<file path="src/rtl/mipi_tx_payload_framer_if.sv">
// Framer bus: payload source handshake on one side and MIPI TX video
// signals on the other. The framer takes the master modport and the
// source/sink side takes the slave modport.
interface mipi_tx_payload_framer_if #(
   parameter int DLEN = 18
);
   logic [DLEN*8-1:0] pix_gen_data;
   logic              data_available;
   logic              busy;
   logic              frame_done;
   logic [15:0]       frames_sent;
   logic              mipi_tx_VALID;
   logic              mipi_tx_HSYNC;
   logic              mipi_tx_VSYNC;
   logic [63:0]       mipi_tx_DATA;
   logic [5:0]        mipi_tx_TYPE;
   logic [15:0]       mipi_tx_HRES;

   modport master (
      input  pix_gen_data, data_available,
      output busy, frame_done, frames_sent,
      output mipi_tx_VALID, mipi_tx_HSYNC, mipi_tx_VSYNC,
      output mipi_tx_DATA, mipi_tx_TYPE, mipi_tx_HRES
   );

   modport slave (
      output pix_gen_data, data_available,
      input  busy, frame_done, frames_sent,
      input  mipi_tx_VALID, mipi_tx_HSYNC, mipi_tx_VSYNC,
      input  mipi_tx_DATA, mipi_tx_TYPE, mipi_tx_HRES
   );
endinterface

</file>
<file path="src/rtl/mipi_tx_payload_framer.sv">
// MIPI TX payload framer: latches one DLEN-byte payload, appends an XOR
// checksum byte and sends it on every line of one complete video frame
// (VSYNC, porches, HSYNC, 64-bit VALID beats). All outputs are registered
// from the next-state decode so they line up with the state they describe.
module mipi_tx_payload_framer #(
   parameter int          DLEN      = 18,
   parameter int          NLINES    = 2,
   parameter int          VS_CYC    = 4,
   parameter int          HS_CYC    = 4,
   parameter int          BLANK_CYC = 8,
   parameter logic [5:0]  DTYPE     = 6'h24
) (
   input  logic                       tx_pixel_clk,
   input  logic                       rst_n,
   mipi_tx_payload_framer_if.master   bus
);

   localparam int NWORDS = (DLEN + 1 + 7) / 8;
   localparam int M1     = (VS_CYC > HS_CYC) ? VS_CYC : HS_CYC;
   localparam int M2     = (M1 > BLANK_CYC) ? M1 : BLANK_CYC;
   localparam int MAXD   = (M2 > NWORDS) ? M2 : NWORDS;
   localparam int CW     = ($clog2(MAXD) < 1) ? 1 : $clog2(MAXD);
   localparam int LW     = ($clog2(NLINES) < 1) ? 1 : $clog2(NLINES);

   typedef enum logic [3:0] {
      IDLE, VS, VBP, HS, HBP, DATA, HFP, VFP, DONE
   } state_t;

   state_t                state, state_nx;
   logic [CW-1:0]         cnt, cnt_nx, dur;
   logic [LW-1:0]         line, line_nx;
   logic [DLEN*8-1:0]     payload;
   logic [7:0]            chk, chk_in;
   logic [NWORDS*64-1:0]  stream;
   logic [15:0]           sent_cnt;

   assign bus.mipi_tx_TYPE = DTYPE;
   assign bus.mipi_tx_HRES = 16'(NWORDS);
   assign bus.frames_sent  = sent_cnt;

   // Checksum of the incoming payload, captured together with it on accept.
   always_comb begin
      chk_in = '0;
      for (int i = 0; i < DLEN; i++) chk_in ^= bus.pix_gen_data[8*i +: 8];
   end

   // Byte stream for one line: payload, checksum, then zero padding.
   always_comb begin
      stream = '0;
      stream[DLEN*8-1:0] = payload;
      stream[DLEN*8 +: 8] = chk;
   end

   // Length (minus one) of the current timed state.
   always_comb begin
      case (state)
         VS:      dur = CW'(VS_CYC - 1);
         HS:      dur = CW'(HS_CYC - 1);
         DATA:    dur = CW'(NWORDS - 1);
         default: dur = CW'(BLANK_CYC - 1);
      endcase
   end

   // Next-state logic: each timed state runs dur+1 cycles, lines repeat.
   always_comb begin
      state_nx = state;
      cnt_nx   = cnt + CW'(1);
      line_nx  = line;
      case (state)
         IDLE: begin
            cnt_nx = '0;
            if (bus.data_available) state_nx = VS;
         end
         DONE: begin
            cnt_nx   = '0;
            state_nx = IDLE;
         end
         default: begin
            if (cnt == dur) begin
               cnt_nx = '0;
               case (state)
                  VS:   state_nx = VBP;
                  VBP:  begin state_nx = HS; line_nx = '0; end
                  HS:   state_nx = HBP;
                  HBP:  state_nx = DATA;
                  DATA: state_nx = HFP;
                  HFP: begin
                     if (line == LW'(NLINES - 1)) state_nx = VFP;
                     else begin
                        state_nx = HS;
                        line_nx  = line + LW'(1);
                     end
                  end
                  VFP:     state_nx = DONE;
                  default: state_nx = IDLE;
               endcase
            end
         end
      endcase
   end

   // State register.
   always_ff @(posedge tx_pixel_clk) begin
      if (!rst_n) begin
         state <= IDLE;
         cnt   <= '0;
         line  <= '0;
      end else begin
         state <= state_nx;
         cnt   <= cnt_nx;
         line  <= line_nx;
      end
   end

   // Payload latch and registered outputs decoded from the next state.
   always_ff @(posedge tx_pixel_clk) begin
      if (!rst_n) begin
         payload           <= '0;
         chk               <= '0;
         sent_cnt          <= '0;
         bus.busy          <= 1'b0;
         bus.frame_done    <= 1'b0;
         bus.mipi_tx_VSYNC <= 1'b0;
         bus.mipi_tx_HSYNC <= 1'b0;
         bus.mipi_tx_VALID <= 1'b0;
         bus.mipi_tx_DATA  <= '0;
      end else begin
         if (state == IDLE && bus.data_available) begin
            payload <= bus.pix_gen_data;
            chk     <= chk_in;
         end
         if (state_nx == DONE) sent_cnt <= sent_cnt + 16'd1;
         bus.busy          <= (state_nx != IDLE);
         bus.frame_done    <= (state_nx == DONE);
         bus.mipi_tx_VSYNC <= (state_nx == VS);
         bus.mipi_tx_HSYNC <= (state_nx == HS);
         bus.mipi_tx_VALID <= (state_nx == DATA);
         bus.mipi_tx_DATA  <= (state_nx == DATA) ? stream[64*int'(cnt_nx) +: 64] : '0;
      end
   end

endmodule

</file>
<file path="src/flat_wrapper.sv">
// flat-port wrapper written by rule: the top's interface ports become plain ports
module mipi_tx_payload_framer_flat 
#(
   parameter int          DLEN      = 18,
   parameter int          NLINES    = 2,
   parameter int          VS_CYC    = 4,
   parameter int          HS_CYC    = 4,
   parameter int          BLANK_CYC = 8,
   parameter logic [5:0]  DTYPE     = 6'h24
)
  (tx_pixel_clk, rst_n, bus_pix_gen_data, bus_data_available, bus_busy, bus_frame_done, bus_frames_sent, bus_mipi_tx_VALID, bus_mipi_tx_HSYNC, bus_mipi_tx_VSYNC, bus_mipi_tx_DATA, bus_mipi_tx_TYPE, bus_mipi_tx_HRES);
  mipi_tx_payload_framer_if #(.DLEN(DLEN)) bus_i ();
  input  logic tx_pixel_clk;
  input  logic rst_n;
  input wire logic [$bits(bus_i.pix_gen_data)-1:0] bus_pix_gen_data;
  input wire logic [$bits(bus_i.data_available)-1:0] bus_data_available;
  output wire logic [$bits(bus_i.busy)-1:0] bus_busy;
  output wire logic [$bits(bus_i.frame_done)-1:0] bus_frame_done;
  output wire logic [$bits(bus_i.frames_sent)-1:0] bus_frames_sent;
  output wire logic [$bits(bus_i.mipi_tx_VALID)-1:0] bus_mipi_tx_VALID;
  output wire logic [$bits(bus_i.mipi_tx_HSYNC)-1:0] bus_mipi_tx_HSYNC;
  output wire logic [$bits(bus_i.mipi_tx_VSYNC)-1:0] bus_mipi_tx_VSYNC;
  output wire logic [$bits(bus_i.mipi_tx_DATA)-1:0] bus_mipi_tx_DATA;
  output wire logic [$bits(bus_i.mipi_tx_TYPE)-1:0] bus_mipi_tx_TYPE;
  output wire logic [$bits(bus_i.mipi_tx_HRES)-1:0] bus_mipi_tx_HRES;
  assign bus_i.pix_gen_data = bus_pix_gen_data;
  assign bus_i.data_available = bus_data_available;
  assign bus_busy = bus_i.busy;
  assign bus_frame_done = bus_i.frame_done;
  assign bus_frames_sent = bus_i.frames_sent;
  assign bus_mipi_tx_VALID = bus_i.mipi_tx_VALID;
  assign bus_mipi_tx_HSYNC = bus_i.mipi_tx_HSYNC;
  assign bus_mipi_tx_VSYNC = bus_i.mipi_tx_VSYNC;
  assign bus_mipi_tx_DATA = bus_i.mipi_tx_DATA;
  assign bus_mipi_tx_TYPE = bus_i.mipi_tx_TYPE;
  assign bus_mipi_tx_HRES = bus_i.mipi_tx_HRES;
  mipi_tx_payload_framer #(.DLEN(DLEN), .NLINES(NLINES), .VS_CYC(VS_CYC), .HS_CYC(HS_CYC), .BLANK_CYC(BLANK_CYC), .DTYPE(DTYPE)) u_core (.tx_pixel_clk(tx_pixel_clk), .rst_n(rst_n), .bus(bus_i));
endmodule
</file>
<file path="config.mk">
export PLATFORM = sky130hd
export DESIGN_NAME = mipi_tx_payload_framer_flat
export DESIGN_NICKNAME = d
export VERILOG_FILES = /design/src/rtl/mipi_tx_payload_framer_if.sv /design/src/rtl/mipi_tx_payload_framer.sv /design/src/flat_wrapper.sv
export SDC_FILE = /design/constraint.sdc
export NUM_CORES = 1
export LEC_CHECK = 0
export ABC_AREA = 1
export CORE_ASPECT_RATIO = 0.7
export CORE_MARGIN = 4
export CORE_UTILIZATION = 46
export DETAILED_ROUTE_END_ITERATION = 8
export PLACE_DENSITY = 0.8
export SLEW_MARGIN = 0
export SYNTH_ARGS = -nofsm -noshare
export SYNTH_HDL_FRONTEND = slang
export SYNTH_SLANG_ARGS = --single-unit
</file>
<file path="constraint.sdc">
create_clock -name tx_pixel_clk -period 1.5 [get_ports tx_pixel_clk]
set_input_delay 0.3 -clock tx_pixel_clk [delete_from_list [all_inputs] [get_ports tx_pixel_clk]]
set_output_delay 0.3 -clock tx_pixel_clk [all_outputs]
set_load 0.05 [all_outputs]
</file>
=== Word level (Yosys, flattened, before mapping) ===
Index checks and enable logic that the tools add are counted.

* Register bits after elaboration: 245
* Latch bits: 0
* Bits in writable memories: 0
* Bits in read-only memories: 0
* Input port bits: 147
* Output and inout bits: 107
* Logic and storage cells: 65
* Memories: 0

* Add/sub/neg operators: 3
* $mul: 0
* Div/mod/pow operators: 0
* $lt $le $gt $ge: 0
* Equal/unequal tests: 13
* Shift-type cells: 1
* Multiplexer cells: 10
* Bitwise gates (word level): 18
* Reductions and logical operators: 8

{| class="wikitable"
|+ Operators by type and width
! kind !! count
|-
| $shiftx A192 B10 Y64 || 1
|-
| $xor A8 B8 Y8 || 17
|-
| $pmux W4 S7 || 1
|-
| $eq A4 B3 Y1 const B || 5
|-
| $add A16 B1 Y16 const B || 1
|-
| $eq A4 B2 Y1 const B || 3
|-
| $mux W3 || 3
|-
| $eq A4 B1 Y1 const B || 2
|-
| $eq A4 B4 Y1 const B || 2
|-
| $mux W4 || 2
|-
| $pmux W4 S2 || 1
|-
| $pmux W3 S2 || 1
|-
| $logic_not A4 Y1 || 1
|-
| $reduce_bool A4 Y1 || 1
|-
| $reduce_or A2 Y1 || 2
|-
| $add A3 B1 Y3 const B || 1
|-
| $eq A3 B3 Y1 || 1
|-
| $reduce_and A3 Y1 || 1
|-
| $pmux W1 S2 || 1
|-
| $reduce_and A2 Y1 || 1
|-
| $reduce_bool A2 Y1 || 1
|-
| $add A1 B1 Y1 const B || 1
|-
| $logic_and A1 B1 Y1 || 1
|-
| $mux W1 || 1
|-
| $not A1 Y1 || 1
|}

=== Depth between registers and ports, before layout ===
Gate-level depths: netlist of run 1.

* Word-level depth: 17
* Gate-level depth with buffers: 17

=== Least setup slack after synthesis of run 1 ===
No wires, ideal clock.

* Kind: flip-flop to flip-flop
* From: reg u_core.sent_cnt[0] (netlist: u_core.bus.frames_sent[0])
* To: reg u_core.sent_cnt[14] (netlist: u_core.bus.frames_sent[14])
* Library setup time: 0.132 ns
* Data arrival time: 1.731 ns
* Setup slack: -0.363 ns
* Cell stages (with the launch flop): 10
* Cells stage by stage: dfxtp_1 ha_1 inv_1 nor3_1 inv_1 nor2_1 nand3_1 xnor2_1 nand2_1 a21oi_1

* Word-level cells in the longest chain between the ends: 1

{| class="wikitable"
|+ RTL lines
! what !! line !! RTL
|-
| start, declared || mipi_tx_payload_framer.sv:35 || <nowiki>logic [15:0] sent_cnt;</nowiki>
|-
| start signal, assigned || mipi_tx_payload_framer.sv:132 || <nowiki>if (state_nx == DONE) sent_cnt <= sent_cnt + 16'd1;</nowiki>
|-
| $add A16 B1 Y16 || mipi_tx_payload_framer.sv:132 ||
|}

Every way passes these cells.
A chain may end at the register's enable or synchronous reset.

=== Worst setup path after layout of run 1 ===
* From: reg u_core.state[1]
* To: reg u_core.bus.mipi_tx_DATA[7]

* Word-level cells in the longest chain between the ends: 8
* Elaborated cells between the ends (all ways): 22
* Those cells by class: eq/ne (10); shift (1); mux (7); reduce/logical (4)

{| class="wikitable"
|+ RTL lines
! what !! line !! RTL
|-
| start, declared || mipi_tx_payload_framer.sv:29 || <nowiki>state_t state, state_nx;</nowiki>
|-
| start signal, assigned || mipi_tx_payload_framer.sv:109 || <nowiki>state <= state_nx;</nowiki>
|-
| branches (longest 8 deep; another with $shiftx A192 B10 Y64) || -- ||
|-
| end signal, assigned || mipi_tx_payload_framer.sv:138 || <nowiki>bus.mipi_tx_DATA <= (state_nx == DATA) ? stream[64*int'(cnt_nx) +: 64] : '0;</nowiki>
|-
| end, declared || mipi_tx_payload_framer_if.sv:23 || <nowiki>output mipi_tx_DATA, mipi_tx_TYPE, mipi_tx_HRES</nowiki>
|}

Several ways; the timed one is not identified.

==> impl_metrics.json, run 1 <==
{
  "outcome": "complete, but fails checks",
  "yosysSeqAreaShare": 0.432,
  "final_common_cell": "nand2_1",
  "grt_start_max_net_pins": 34,
  "overflow": 0,
  "grt_use_total": 0.311,
  "antenna_found_initial": 5,
  "clkPwrFrac": 0.370,
  "use_met3": 0.0998,
  "finalCriticalPeriod_ns": 2.22,
  "setup_ws_ns": -0.720,
  "worst_hold_path_type": "in -> reg",
  "crit_arrival_ns": 2.64,
  "ir_drop_uv": 789,
  "slew_headroom": 0.642,
  "die_w_um": 196,
  "cpLargestDelayFamily": "compound AO/OA/AOI/OAI gates",
  "coreArea_mm2": 0.0240,
  "routed_wl_mm": 47.0,
  "fin_worst_skew_ns": 0.0171,
  "clockBufferDepth": 3,
  "min-delay-start": "bus_pix_gen_data[107]",
  "drc": 0,
  "drv_cap": 0,
  "power.density_mw_per_mm2": 950,
  "final_cells": 2318,
  "io_pins": 254,
  "gr-usage-met2": 0.480,
  "dp_cells": 2236,
  "synth_warnings": 0,
  "syn_inst": 1611,
  "dpl.hpwl_mm": 31.0,
  "synth_area_mm2": 0.0114,
  "postRouteAntennaNets": 0,
  "place.gp.congestion": 0.932,
  "yosys_register_bits": 245,
  "dieArea_mm2": 0.0273,
  "grt_pass1_vias": 12400,
  "crit_chain": "inv_4 -> nand2_4 -> nor2_4 -> buf_4 -> a31oi_1 -> nand2_4 -> buf_12 -> o21ai_0 -> o22ai_4 -> nand2_1 -> nor2_1",
  "crit_path_end_kind": "flop",
  "ys_types": 34,
  "syn_area_per_cell_um2": 7.05,
  "wl_per_cell_um": 20.3,
  "path_common_cell": "nand2_4",
  "cp_slowest_stage_delay_ns": 0.44,
  "via_per_inst": 5.54,
  "fill_cells": 1626,
  "clk_pin_slew_worst_paths_ns": 0.07,
  "p_seq_frac": 0.408,
  "route.vias.total": 12800,
  "seq_area_mm2": 0.00494,
  "multiInputGateArea_mm2": 0.00607,
  "fin_crit_sh": 1.48,
  "p_leak_nw": 8.00,
  "dr.pass1.iters": 6,
  "h-tree-depth": 1,
  "maxClockFrequency_mhz": 450,
  "crit_type": "reg -> reg",
  "slew_viol_final": 0,
  "power_frac_comb": 0.222,
  "switching_share": 0.292,
  "p_int_mw": 12.2,
  "critPathLaunch": "u_core.state[1]",
  "critPathBufInv": 3,
  "pre_cts_ws_ns": -0.635,
  "critPathMaxFanout": 27,
  "drtIter0Drc": 1467,
  "violations": "negative setup slack",
  "cts_tree": "done",
  "grt_pass1_wl_mm": 67.8,
  "cts_sinks": 245,
  "cts-buffers-inserted": 24,
  "hold_buffers": 0,
  "portBuffers": 231,
  "grt_setup_unrepaired": "yes",
  "required_ns": 1.92,
  "grt_use_met1": 0.408,
  "final_cell_mix": "nand2_1, dfxtp_1, inv_1",
  "root_buffer": "clkbuf_16",
  "die_h_um": 139,
  "initial_core_util": 0.474,
  "busiest_layer": "met2",
  "finalSetupViolCount": 243,
  "cp-start-kind": "flop",
  "syn2layout_area_growth_pct": 59.8,
  "hold_viol": 0,
  "rows": 47,
  "clk_latency_ns": 0.53,
  "r2r-start": "u_core.state[1]",
  "cp_slowest_cell": "o21ai_0",
  "worst_pin_slew_ns": 0.532,
  "fin_nets": 2130,
  "p_switching_mw": 5.03,
  "final_layout_size_suffix_gt1_frac": 0.236
}
## power by group through the flow
stage	registers [mW]	logic, mW	clock network, mW
finish	7.03	3.83	6.38
global route	7.04	4.09	6.63
CTS	7.00	3.53	6.39
detailed placement	7.14	3.20	0
global placement	7.13	3.11	0
floorplan	7.10	1.80	0
## layout make-up
class,count,share of cell area
Inverter,172,0.0388
Clock inverter,6,0.00600
Antenna cell,4,0.000551
Tap cell,318,0.0219
Timing Repair Buffer,425,0.287
Sequential cell,245,0.272
Multi-Input combinational cell,1112,0.334
Timing Repair inverter,1,0.000620
Clock buffer,35,0.0388
## state kept, by name, summed over array words and instances (netlist names), 3 cells and up
signal,cells
u_core.cnt,3
u_core.bus.frames_sent,16
u_core.bus.mipi_tx_DATA,64
u_core.chk,8
u_core.state,4
u_core.payload,144
## cell families after synthesis
logic type | share of synthesized area
AND/OR/NAND/NOR | 0.243
AO/OA/AOI/OAI | 0.151
buffers and inverters | 0.101
flip-flops | 0.432
XOR/XNOR | 0.0709
adder cells (fa/ha/maj) | 0.00220
other | 0.000661
## final timing paths
kind,endpoint,depth (start not counted),slack (ns)
setup / recovery,u_core.bus.mipi_tx_DATA[7],11,-0.72
hold / removal,u_core.payload[107],3,0.18
setup reg to reg,u_core.bus.mipi_tx_DATA[7],11,-0.72
hold reg to reg,u_core.payload[69],2,0.45
## synth_stat cells
cell type / n / area [um2]
inv_2: 6 / 22.5
o21ai_1: 2 / 10.0
dfxtp_1: 245 / 4900
o21bai_1: 4 / 30.0
nand2_4: 1 / 11.3
nor2_2: 2 / 12.5
conb_1: 2 / 7.51
nor3b_1: 4 / 30.0
a31oi_1: 2 / 12.5
a21oi_1: 151 / 756
o22ai_1: 6 / 37.5
buf_4: 24 / 180
nand2_2: 2 / 12.5
a211oi_1: 8 / 60.1
buf_6: 1 / 11.3
clkinv_1: 1 / 3.75
nand2_1: 438 / 1640
nor2_1: 105 / 394
ha_1: 2 / 25.0
inv_1: 165 / 619
nand3_1: 54 / 270
clkbuf_1: 55 / 206
nand4_1: 15 / 93.8
nand3b_1: 28 / 210
nor4_1: 1 / 6.26
xor2_1: 50 / 438
buf_1: 8 / 30.0
nor3_1: 12 / 60.1
o21ai_0: 155 / 776
a22oi_1: 4 / 30.0
o211ai_1: 1 / 7.51
buf_2: 14 / 70.1
nor2_4: 1 / 11.3
xnor2_1: 42 / 368
## through the flow
step / setup TNS [ns] / area, um2 / power (mW) / hold WS [ns] / utilization
finish: -61.53 / 18200 / 17.2 / 0.177 / 0.757
global route: -80.40 / 18200 / 17.8 / 0.187 / 0.757
CTS: -35.92 / 17700 / 16.9 / 0.183 / 0.738
detailed placement: -70.96 / 16000 / 10.3 / 0.441 / 0.665
global placement: -71.62 / 16000 / 10.2 / 0.435 / 0.665
floorplan: -7.09 / 11500 / 8.90 / 0.425 / -
## what timing repair did
action                     in CTS  in global routing
setup buffers                  15                 13
gates cloned                   11                  1
pin swaps                       7                 28
gates resized for setup       163                108
setup endpoints to repair     214                242
## worst min-delay path: cells and delay by family
family	cells	cell delay, ns
AOI/OAI and AO/OA	1	0.06
and+or+nand+nor	1	0.11
buffers and inverters	1	0.19
## metal layers
metal,wire [um],vias to the layer above
met5,27,-
met4,2490,4
met3,6090,207
met2,20400,856
met1,17900,5934
li1,-,5836
No activity file was read; power rests on OpenSTA's default activity.
==> run 2: changes to the inputs <==
--- a/config.mk
+++ b/config.mk
@@ -8,9 +8,9 @@
 export ABC_AREA = 1
 export CORE_ASPECT_RATIO = 0.7
 export CORE_MARGIN = 4
-export CORE_UTILIZATION = 46
+export CORE_UTILIZATION = 50
 export DETAILED_ROUTE_END_ITERATION = 8
-export PLACE_DENSITY = 0.8
+export PLACE_DENSITY = 0.82
 export SLEW_MARGIN = 0
 export SYNTH_ARGS = -nofsm -noshare
 export SYNTH_HDL_FRONTEND = slang
==> constraint.sdc (replaced) <==
create_clock -name tx_pixel_clk -period 2.4 [get_ports tx_pixel_clk]
set_input_delay 0.48 -clock tx_pixel_clk [delete_from_list [all_inputs] [get_ports tx_pixel_clk]]
set_output_delay 0.48 -clock tx_pixel_clk [all_outputs]
set_load 0.05 [all_outputs]
==> run 2 against run 1 <==
  * The run now ends clean
  * Highest routed layer unchanged
  * Global-route usage down 2.8 points
  * Clock-buffer cell count down 2
  * Critical path type is now reg -> out
  * Non-clock buffer count is 160 lower
==> impl_metrics.json, run 2 (synthesis gave the netlist of run 1 again) <==
{
  "outcome": "finished, final reports clean",
  "required_ns": 1.92,
  "dr.pass1.iters": 7,
  "worst_hold_path_type": "in -> reg",
  "fin_nets": 1969,
  "final_cells": 2144,
  "gr-usage-met2": 0.425,
  "dieArea_mm2": 0.0252,
  "crit_arrival_ns": 1.83,
  "totalNegativeSetupSlack_ns": 0,
  "crit_chain": "clkdlybuf4s50_1",
  "use_met3": 0.0653,
  "grt_setup_unrepaired": "no",
  "die_h_um": 134,
  "cpLargestDelayFamily": "buffers and inverters",
  "hold_viol": 0,
  "coreArea_mm2": 0.0220,
  "crit_type": "reg -> out",
  "final_cell_mix": "nand2_1, dfxtp_1, clkdlybuf4s50_1",
  "final_layout_size_suffix_gt1_frac": 0.0495,
  "ir_drop_uv": 579,
  "fin_worst_skew_ns": 0.00940,
  "busiest_layer": "met2",
  "largest_register_ffs": 144,
  "worst_pin_slew_ns": 0.557,
  "fin_crit_sh": 0.963,
  "route.vias.total": 11300,
  "power.density_mw_per_mm2": 678,
  "cts_sinks": 245,
  "grt_pass1_vias": 10400,
  "p_leak_nw": 6.38,
  "antenna_found_initial": 3,
  "finalSetupViolCount": 0,
  "routed_wl_mm": 37.2,
  "overflow": 0,
  "grt_pass1_wl_mm": 56.9,
  "hold_buffers": 0,
  "crit_path_end_kind": "output port",
  "grt_use_total": 0.283,
  "drc": 0,
  "final_common_cell": "nand2_1",
  "portBuffers": 231,
  "dpl.hpwl_mm": 27.8,
  "critPathBufInv": 1,
  "grt_use_met1": 0.412,
  "rows": 45,
  "maxClockFrequency_mhz": 432,
  "h-tree-depth": 1,
  "die_w_um": 188,
  "clockBufferDepth": 3,
  "drtIter0Drc": 1105,
  "root_buffer": "clkbuf_16",
  "postRouteAntennaNets": 0,
  "cts-buffers-inserted": 24,
  "wl_per_cell_um": 17.4,
  "cts_tree": "done",
  "drv_cap": 0,
  "initial_core_util": 0.516,
  "clk_latency_ns": 0.52,
  "cp_slowest_cell": "clkdlybuf4s50_1",
  "cp_slowest_stage_delay_ns": 0.86,
  "slew_viol_final": 0,
  "clk_pin_slew_worst_paths_ns": 0.07,
  "slew_headroom": 0.626,
  "syn2layout_area_growth_pct": 30.5,
  "place.gp.congestion": 0.882,
  "grt_start_max_net_pins": 78,
  "critPathMaxFanout": 6,
  "via_per_inst": 5.27,
  "io_pins": 254,
  "top_register": "u_core.payload",
  "dp_cells": 2099,
  "cp-start-kind": "flop",
  "finalCriticalPeriod_ns": 2.31
}
==> run 2: changes by cell type in the layout (fill, tap and decap cells not counted), sizes merged <==
cell	previous run	this run
dlymetal6s2s	5	0
diode	4	1
bufinv	3	1
dlygate4sd2	1	0
buf	274	35
clkbuf	35	33
clkinv	5	6
bufbuf	6	0
clkdlybuf4s50	139	230
clkinvlp	0	5
==> run 2: area by class of cell <==
type / instances / area, um2
fill: 1856 / 7190
multi-input combinational: 1112 / 5410
sequential: 245 / 4900
timing repair buffer: 265 / 2680
clock buffer: 33 / 706
inverter: 172 / 646
tap: 305 / 382
clock inverter: 11 / 96.3
antenna: 1 / 2.50
==> run 2: path summary, 6_finish.rpt <==
kind,to,depth (start not counted),startpoint,slack (ns)
hold / removal,u_core.payload[68],3,rst_n,0.40
setup reg to reg,u_core.bus.mipi_tx_DATA[23],11,u_core.state[2],0.15
hold reg to reg,u_core.payload[82],2,u_core.payload[82],0.45
setup / recovery,bus_frames_sent[0],1,u_core.bus.frames_sent[0],0.09
==> run 2: routing by layer <==
layer  vias to the layer above  routed length (um)  share of wire
met3                        76                3720           0.10
met5                         -                  22        0.00059
met2                       520               15900           0.43
met4                         4                 880          0.024
li1                       5500                   -              -
met1                      5206               16600           0.45
==> run 2: per-stage QoR <==
stage | power, mW | utilization | hold WS [ns] | cell area [um2] | worst slack (ns)
5_1_grt | 10.5 | 0.673 | 0.431 | 14800 | 0.00576
6_report | 10.0 | 0.673 | 0.404 | 14800 | 0.0877
2_1_floorplan | 5.55 | - | 0.425 | 11400 | 0.537
4_1_cts | 10.0 | 0.673 | 0.385 | 14800 | 0.0838
3_5_place_dp | 6.26 | 0.637 | 0.437 | 14000 | 0.159
3_3_place_gp | 6.22 | 0.637 | 0.432 | 14000 | 0.0998
==> run 2: power breakdown <==
part	switching (mW)	total, mW	internal (mW)	leakage [nW]
Sequential	0.0909	4.37	4.28	2.01
Combinational	1.14	1.85	0.713	3.99
Clock	1.65	3.82	2.17	0.382
==> run 2: timing repair <==
action                     in CTS  in global routing
setup buffers                   0                  0
setup endpoints to repair       0                  1
resized for setup               0                  1
